$ cat src/rtl/jedro_1_defines.sv
// ----------------------------------------------------------------------------
// jedro_1_defines
// Shared constants and types for the jedro_1 data-side arbiter.
//   XLEN        : data/address width of the data bus
//   NBYTES      : byte-strobe width (XLEN/8)
//   arb_port_e  : requester identity (LSU = port 0, AUX = port 1)
//   arb_state_e : arbiter grant FSM states
// ----------------------------------------------------------------------------
package jedro_1_defines;

    localparam int XLEN   = 32;
    localparam int NBYTES = XLEN / 8;

    typedef enum logic {
        ePORT_LSU = 1'b0,
        ePORT_AUX = 1'b1
    } arb_port_e;

    typedef enum logic [1:0] {
        eIDLE  = 2'd0,
        eHOLD0 = 2'd1,
        eHOLD1 = 2'd2
    } arb_state_e;

endpackage : jedro_1_defines

$ cat src/rtl/jedro_1_arb_id_fifo.sv
// ----------------------------------------------------------------------------
// jedro_1_arb_id_fifo
// Small FIFO of requester IDs, one entry per accepted-but-unanswered request.
// Responses come back in order, so the head entry names the port that owns
// the next response.
// Ports:
//   clk_i   in   clock
//   rst_i   in   asynchronous active-high reset (empties the FIFO)
//   push_i  in   enqueue din_i (ignored while full, even if popping)
//   din_i   in   port ID to enqueue
//   pop_i   in   dequeue head (ignored while empty)
//   head_o  out  port ID at the head
//   full_o  out  DEPTH entries held
//   empty_o out  no entries held
// ----------------------------------------------------------------------------
module jedro_1_arb_id_fifo
    import jedro_1_defines::*;
#(
    parameter int DEPTH = 4
) (
    input  logic      clk_i,
    input  logic      rst_i,
    input  logic      push_i,
    input  arb_port_e din_i,
    input  logic      pop_i,
    output arb_port_e head_o,
    output logic      full_o,
    output logic      empty_o
);

    localparam int CW = $clog2(DEPTH + 1);
    localparam int PW = (DEPTH > 1) ? $clog2(DEPTH) : 1;

    arb_port_e       r_mem [DEPTH];
    logic [PW-1:0]   r_wr_ptr;
    logic [PW-1:0]   r_rd_ptr;
    logic [CW-1:0]   r_count;

    logic            w_push;
    logic            w_pop;

    // Pointers wrap modulo DEPTH, which need not be a power of two.
    function automatic logic [PW-1:0] f_inc(input logic [PW-1:0] p);
        return (p == PW'(DEPTH - 1)) ? '0 : p + 1'b1;
    endfunction

    assign full_o  = (r_count == CW'(DEPTH));
    assign empty_o = (r_count == '0);

    // Push is gated on the current full flag only, so a pop in the same
    // cycle does not make room until the next cycle.
    assign w_push = push_i & ~full_o;
    assign w_pop  = pop_i & ~empty_o;

    assign head_o = r_mem[r_rd_ptr];

    // Storage needs no reset: entries are only read while the FIFO is non-empty.
    always_ff @(posedge clk_i) begin
        if (w_push) begin
            r_mem[r_wr_ptr] <= din_i;
        end
    end

    always_ff @(posedge clk_i or posedge rst_i) begin
        if (rst_i) begin
            r_wr_ptr <= '0;
            r_rd_ptr <= '0;
            r_count  <= '0;
        end else begin
            if (w_push) begin
                r_wr_ptr <= f_inc(r_wr_ptr);
            end
            if (w_pop) begin
                r_rd_ptr <= f_inc(r_rd_ptr);
            end
            case ({w_push, w_pop})
                2'b10:   r_count <= r_count + 1'b1;
                2'b01:   r_count <= r_count - 1'b1;
                default: r_count <= r_count;
            endcase
        end
    end

endmodule : jedro_1_arb_id_fifo

$ cat src/rtl/jedro_1_data_arbiter.sv
// ----------------------------------------------------------------------------
// jedro_1_data_arbiter
// Shares one data-bus request/response port between the LSU (port 0) and an
// auxiliary master (port 1). One request is granted at a time; a grant that
// stalls on the bus is frozen until it is accepted. The ID of every accepted
// request is queued so in-order responses can be routed back to their owner.
//
// Build option:
//   JEDRO_1_DATA_ARB_RR_EN  defined   -> round-robin arbitration
//                           undefined -> fixed priority, port 0 always wins
//
// Ports (N = 0,1):
//   clk_i, rst_i           clock, asynchronous active-high reset
//   mN_req_*_i / _ready_o  requester N request channel
//   mN_rsp_*_o             requester N response channel (always accepted)
//   data_req_*             forwarded bus request
//   data_rsp_*             bus response (data_rsp_ready_o tied to 1)
//   spurious_rsp_o         response seen with no outstanding request
// ----------------------------------------------------------------------------
module jedro_1_data_arbiter
    import jedro_1_defines::*;
#(
    parameter int MAX_OUTST = 4
) (
    input  logic              clk_i,
    input  logic              rst_i,

    input  logic [XLEN-1:0]   m0_req_addr_i,
    input  logic [XLEN-1:0]   m0_req_data_i,
    input  logic [NBYTES-1:0] m0_req_strobe_i,
    input  logic              m0_req_write_i,
    input  logic              m0_req_valid_i,
    output logic              m0_req_ready_o,
    output logic [XLEN-1:0]   m0_rsp_data_o,
    output logic              m0_rsp_error_o,
    output logic              m0_rsp_valid_o,

    input  logic [XLEN-1:0]   m1_req_addr_i,
    input  logic [XLEN-1:0]   m1_req_data_i,
    input  logic [NBYTES-1:0] m1_req_strobe_i,
    input  logic              m1_req_write_i,
    input  logic              m1_req_valid_i,
    output logic              m1_req_ready_o,
    output logic [XLEN-1:0]   m1_rsp_data_o,
    output logic              m1_rsp_error_o,
    output logic              m1_rsp_valid_o,

    output logic [XLEN-1:0]   data_req_addr_o,
    output logic [XLEN-1:0]   data_req_data_o,
    output logic [NBYTES-1:0] data_req_strobe_o,
    output logic              data_req_write_o,
    output logic              data_req_valid_o,
    input  logic              data_req_ready_i,
    input  logic [XLEN-1:0]   data_rsp_data_i,
    input  logic              data_rsp_error_i,
    input  logic              data_rsp_valid_i,
    output logic              data_rsp_ready_o,

    output logic              spurious_rsp_o
);

    arb_state_e  r_state;
    arb_port_e   w_gnt;
    logic        w_gnt_valid;
    logic        w_fire;
    logic        w_full;
    logic        w_empty;
    arb_port_e   w_head;
    logic [1:0]  w_req_ready;
    logic [1:0]  w_rsp_valid;

`ifdef JEDRO_1_DATA_ARB_RR_EN
    arb_port_e   r_rr_ptr;
`endif

    // ------------------------------------------------------------------
    // Grant selection. In a HOLD state the grant is frozen to the stalled
    // port; the other port's valid has no influence until the fire.
    // With nobody valid the grant rests on the preferred port.
    // ------------------------------------------------------------------
    always_comb begin
        w_gnt = ePORT_LSU;
        case (r_state)
            eHOLD0: w_gnt = ePORT_LSU;
            eHOLD1: w_gnt = ePORT_AUX;
            default: begin
`ifdef JEDRO_1_DATA_ARB_RR_EN
                if (r_rr_ptr == ePORT_AUX) begin
                    w_gnt = (m1_req_valid_i | ~m0_req_valid_i) ? ePORT_AUX : ePORT_LSU;
                end else begin
                    w_gnt = (m0_req_valid_i | ~m1_req_valid_i) ? ePORT_LSU : ePORT_AUX;
                end
`else
                w_gnt = (m0_req_valid_i | ~m1_req_valid_i) ? ePORT_LSU : ePORT_AUX;
`endif
            end
        endcase
    end

    // ------------------------------------------------------------------
    // Request path: pure mux from the granted port, no added latency.
    // ------------------------------------------------------------------
    assign w_gnt_valid       = (w_gnt == ePORT_AUX) ? m1_req_valid_i  : m0_req_valid_i;
    assign data_req_addr_o   = (w_gnt == ePORT_AUX) ? m1_req_addr_i   : m0_req_addr_i;
    assign data_req_data_o   = (w_gnt == ePORT_AUX) ? m1_req_data_i   : m0_req_data_i;
    assign data_req_strobe_o = (w_gnt == ePORT_AUX) ? m1_req_strobe_i : m0_req_strobe_i;
    assign data_req_write_o  = (w_gnt == ePORT_AUX) ? m1_req_write_i  : m0_req_write_i;

    // Nothing is forwarded while the ID FIFO cannot record another request.
    assign data_req_valid_o  = w_gnt_valid & ~w_full;
    assign w_fire            = data_req_valid_o & data_req_ready_i;

    // Per-port ready and response-valid decode.
    for (genvar gi = 0; gi < 2; gi++) begin : g_port
        assign w_req_ready[gi] = (w_gnt == arb_port_e'(1'(gi))) & data_req_ready_i & ~w_full;
        assign w_rsp_valid[gi] = data_rsp_valid_i & ~w_empty & (w_head == arb_port_e'(1'(gi)));
    end

    assign m0_req_ready_o = w_req_ready[0];
    assign m1_req_ready_o = w_req_ready[1];

    // ------------------------------------------------------------------
    // Response path: routed by the oldest outstanding ID.
    // ------------------------------------------------------------------
    assign m0_rsp_valid_o   = w_rsp_valid[0];
    assign m1_rsp_valid_o   = w_rsp_valid[1];
    assign m0_rsp_data_o    = data_rsp_data_i;
    assign m1_rsp_data_o    = data_rsp_data_i;
    assign m0_rsp_error_o   = data_rsp_error_i;
    assign m1_rsp_error_o   = data_rsp_error_i;
    assign data_rsp_ready_o = 1'b1;
    assign spurious_rsp_o   = data_rsp_valid_i & w_empty;

    jedro_1_arb_id_fifo #(
        .DEPTH   (MAX_OUTST)
    ) u_id_fifo (
        .clk_i   (clk_i),
        .rst_i   (rst_i),
        .push_i  (w_fire),
        .din_i   (w_gnt),
        .pop_i   (data_rsp_valid_i),
        .head_o  (w_head),
        .full_o  (w_full),
        .empty_o (w_empty)
    );

    // ------------------------------------------------------------------
    // Grant FSM. A stall (valid, FIFO has room, bus not ready) locks the
    // grant; a FIFO-full stall does not lock, the state is simply kept.
    // A requester dropping valid in HOLD leaves the FSM in HOLD.
    // ------------------------------------------------------------------
    always_ff @(posedge clk_i or posedge rst_i) begin
        if (rst_i) begin
            r_state <= eIDLE;
        end else begin
            case (r_state)
                eIDLE: begin
                    if (w_gnt_valid && !w_full && !data_req_ready_i) begin
                        r_state <= (w_gnt == ePORT_AUX) ? eHOLD1 : eHOLD0;
                    end
                end
                eHOLD0, eHOLD1: begin
                    if (w_fire) begin
                        r_state <= eIDLE;
                    end
                end
                default: r_state <= eIDLE;
            endcase
        end
    end

`ifdef JEDRO_1_DATA_ARB_RR_EN
    // After each fire the other port becomes the preferred one.
    always_ff @(posedge clk_i or posedge rst_i) begin
        if (rst_i) begin
            r_rr_ptr <= ePORT_LSU;
        end else if (w_fire) begin
            r_rr_ptr <= (w_gnt == ePORT_LSU) ? ePORT_AUX : ePORT_LSU;
        end
    end
`endif

endmodule : jedro_1_data_arbiter

$ cat config.mk
export PLATFORM = sky130hd
export DESIGN_NAME = jedro_1_data_arbiter
export DESIGN_NICKNAME = d
export VERILOG_FILES = /design/src/rtl/jedro_1_defines.sv /design/src/rtl/jedro_1_arb_id_fifo.sv /design/src/rtl/jedro_1_data_arbiter.sv
export SDC_FILE = /design/constraint.sdc
export NUM_CORES = 1
export LEC_CHECK = 0
export ABC_AREA = 1
export CAP_MARGIN = 20
export CORE_AREA = 3 3 123 125
export DETAILED_ROUTE_END_ITERATION = 10
export DIE_AREA = 0 0 126 128
export SLEW_MARGIN = 5
export SYNTH_ARGS = -nofsm -noshare
export SYNTH_HDL_FRONTEND = slang
export SYNTH_SLANG_ARGS = --single-unit
$ cat constraint.sdc
create_clock -name clk_i -period 2.6 [get_ports clk_i]
set_clock_uncertainty 0.15 [all_clocks]
set_input_delay 0.52 -clock clk_i [delete_from_list [all_inputs] [get_ports clk_i]]
set_output_delay 0.52 -clock clk_i [all_outputs]
set_load 0.02 [all_outputs]
==> impl_metrics.tcl <==
set metrics [dict create \
    cp.required_ns 1.93 \
    synth_warnings 0 \
    max-cap-violations 0 \
    drc 0 \
    async_flop_share_pct 69.2 \
    final_util_pct 31.3 \
    powerDensity_nw_per_um2 685 \
    fp.dieArea_um2 16100 \
    htree_levels 1 \
    dpl.hpwl_mm 8.02 \
    critPathMaxFanout 34 \
    post_drt_wl_per_cell_um 14.1 \
    syn_avg_cell_area_um2 5.68 \
    startpoint_type "input port" \
    multiInputGateArea_um2 1230 \
    cp_top_family "buffers and inverters" \
    hold_viol_final 0 \
    dr.pass1.iters 4 \
    rows 43 \
    ir_drop_mv 0.286 \
    fin_nets 741 \
    grt_pass1_vias 2657 \
    root_buffer "clkbuf_16" \
    io_pins 319 \
    worst_hold_path_type "flop to flop" \
    ys_seq_elements 13 \
    max_stage_delay_ns 0.53 \
    drt_iter0_markers 74 \
    drt-total-wl_mm 10.4 \
    die_y_um 128 \
    gr-total-overflow 0 \
    insertion_delay_ns 0.24 \
    initial_core_util_pct 15.9 \
    io_buffer_count 218 \
    hold_buffers 0 \
    cp-end-kind "primary output" \
    grt_first_pass_wirelength_mm 14.5 \
    place_area_um2 4210 \
    crit_type "input port to primary output" \
    clkSinkCount 13 \
    cts_buffer_depth 2 \
    antenna_found_initial 0 \
    synthFlopType "dfrtp_1" \
    syn_inst 391 \
    cp_cell_sequence "clkdlybuf4s50_1, nand2_4, nand2_8, buf_12, nand2_1, nand2_1, clkdlybuf4s15_2" \
    synth_cell_type_count 24 \
    status "finished clean" \
    max_freq_ghz 0.388 \
    gp_congestion 0.750 \
    synthToLayoutAreaGrowth_pct 97.1 \
    finalMaxSlewViolations 0 \
    die_x_um 126 \
    n_fill_cell 1572 \
    final_cells 734 \
    finalSetupViolCount 0 \
    yosysSeqAreaShare_pct 15.5 \
    layout_setup_ws_ns 0.0246 \
    vias 2735 \
    synth_edf_count 4 \
    postRouteAntennaNets 0 \
    critical-path-slowest-cell "clkdlybuf4s50_1" \
    grt_max_degree 42 \
    ff_latch_area_um2 345 \
    rrSetupSlack_ns 0.19 \
    total_power_mw 3.00 \
    crit_buf_inv 3 \
    fin_crit_sh_pct 99.1 \
    synth_nets 577 \
    via_per_inst 3.73 \
    antennaDiodeCount 0 \
    final_area_um2 4380 \
    place_ws_ns -0.401 \
    rsz0062_at_grt "yes" \
    leakagePower_nw 2.18 \
    crit_arrival_ns 1.91 \
    path_common_cell "nand2_1" \
    post-place-cells 724 \
    synth_area_um2 2220 \
    coreArea_um2 14000 \
    cts.clk_slew.worst_paths_ns 0.04 \
    fin_crit_ns 2.58 \
    grtUsageTotal_pct 11.1 \
    numCtsBuffers 3 \
    cts_tree "done" \
    drive_above_1_share_pct 20.2 \
]
synth_stat cells (3+ instances only):
cell	number	area share [%]
inv_1	24	4.1
nand3_1	4	0.90
nand2_2	3	0.84
dfrtp_1	9	10
buf_4	74	25
o21ai_0	4	0.90
nor2_1	13	2.2
ha_1	8	4.5
a21oi_1	5	1.1
buf_2	7	1.6
edfxtp_1	4	5.4
nand2_1	224	38
what timing repair did:
| action | 4_1_cts | 5_1_grt |
|---|---|---|
| gates resized for setup | 233 | 30 |
| cloned | 1 | 4 |
| pin swaps | 0 | 0 |
| endpoints found under the hold margin | 0 | 0 |
| buffers inserted | 0 | 1 |
| setup endpoints to repair | 72 | 72 |
cell families (layout without fill, tap and decap cells):
| logic type | count (synthesis) | in the layout | synth area share [%] |
|---|---|---|---|
| and+or+nand+nor | 249 | 249 | 44.1 |
| DFF | 13 | 13 | 15.5 |
| adders and majority gates | 9 | 9 | 5.41 |
| buffers and inverters | 106 | 269 | 30.8 |
| AOI/OAI and AO/OA | 11 | 11 | 3.21 |
| other | 1 | 1 | 0.169 |
| xor gates and xnor gates | 2 | 2 | 0.788 |
layer usage:
layer	global-route usage (%)	vias up	part of all wire, %
met5	0	-	0
met4	1.14	0	0.31
met3	4.17	4	10
met2	19.7	179	50
met1	13.2	1128	39
li1	-	1424	-
where the power goes:
part           internal, mW  switching [mW]  leakage, nW  total (mW)
Sequential            0.297          0.0630        0.145       0.360
Combinational          1.07            1.28         1.99        2.35
Clock                 0.207          0.0839       0.0382       0.291
Total                  1.58            1.43         2.18        3.00
flip-flops by register name (all words and copies together) (netlist names):
register	flops
u_id_fifo.r_mem	4
r_state	2
u_id_fifo.r_wr_ptr	2
u_id_fifo.r_count	3
u_id_fifo.r_rd_ptr	2
cell type report:
type / count / share of cell area (%)
timing repair buffer: 240 / 54.6
sequential: 13 / 7.88
inverter: 25 / 2.43
tap: 180 / 5.14
clock buffer: 4 / 1.80
multi-input combinational: 272 / 28.2
per-stage QoR:
stage	TNS [ns]	hold WS, ns
2_1_floorplan	0	0.198
3_3_place_gp	-26.25	0.314
3_5_place_dp	-26.11	0.314
4_1_cts	-0.282	0.345
5_1_grt	-1.92	0.416
6_report	0	0.369
final timing paths:
| kind | to | cells past startpoint | from |
|---|---|---|---|
| hold reg to reg | u_id_fifo.r_count[0]$_DFFE_PP0P_ | 1 | u_id_fifo.r_count[0]$_DFFE_PP0P_ |
| setup reg to reg | u_id_fifo.r_count[2]$_DFFE_PP0P_ | 13 | r_state[0]$_DFFE_PP0P_ |
| max in group asynchronous | u_id_fifo.r_wr_ptr[1]$_DFFE_PP0P_ | 2 | rst_i |
| min in group asynchronous | u_id_fifo.r_rd_ptr[1]$_DFFE_PP0P_ | 2 | rst_i |
| hold / removal | u_id_fifo.r_count[0]$_DFFE_PP0P_ | 1 | u_id_fifo.r_count[0]$_DFFE_PP0P_ |
| setup / recovery | data_req_data_o[15] | 7 | m1_req_valid_i |
layout by cell type (no fill, tap or decap), types with 2 or more instances in the layout:
cell type,instances
o21ai_0,4
clkdlybuf4s15_2,41
clkdlybuf4s50_1,144
buf_4,15
ha_1,6
dfrtp_1,9
a21oi_1,5
edfxtp_1,4
nor2_1,12
nand2_1,222
buf_16,2
inv_2,2
inv_1,22
clkbuf_16,6
buf_12,3
nand2_2,4
nand3_1,4
clkbuf_2,2
dlymetal6s2s_1,2
buf_2,26
(Power assumes the default switching activity.)
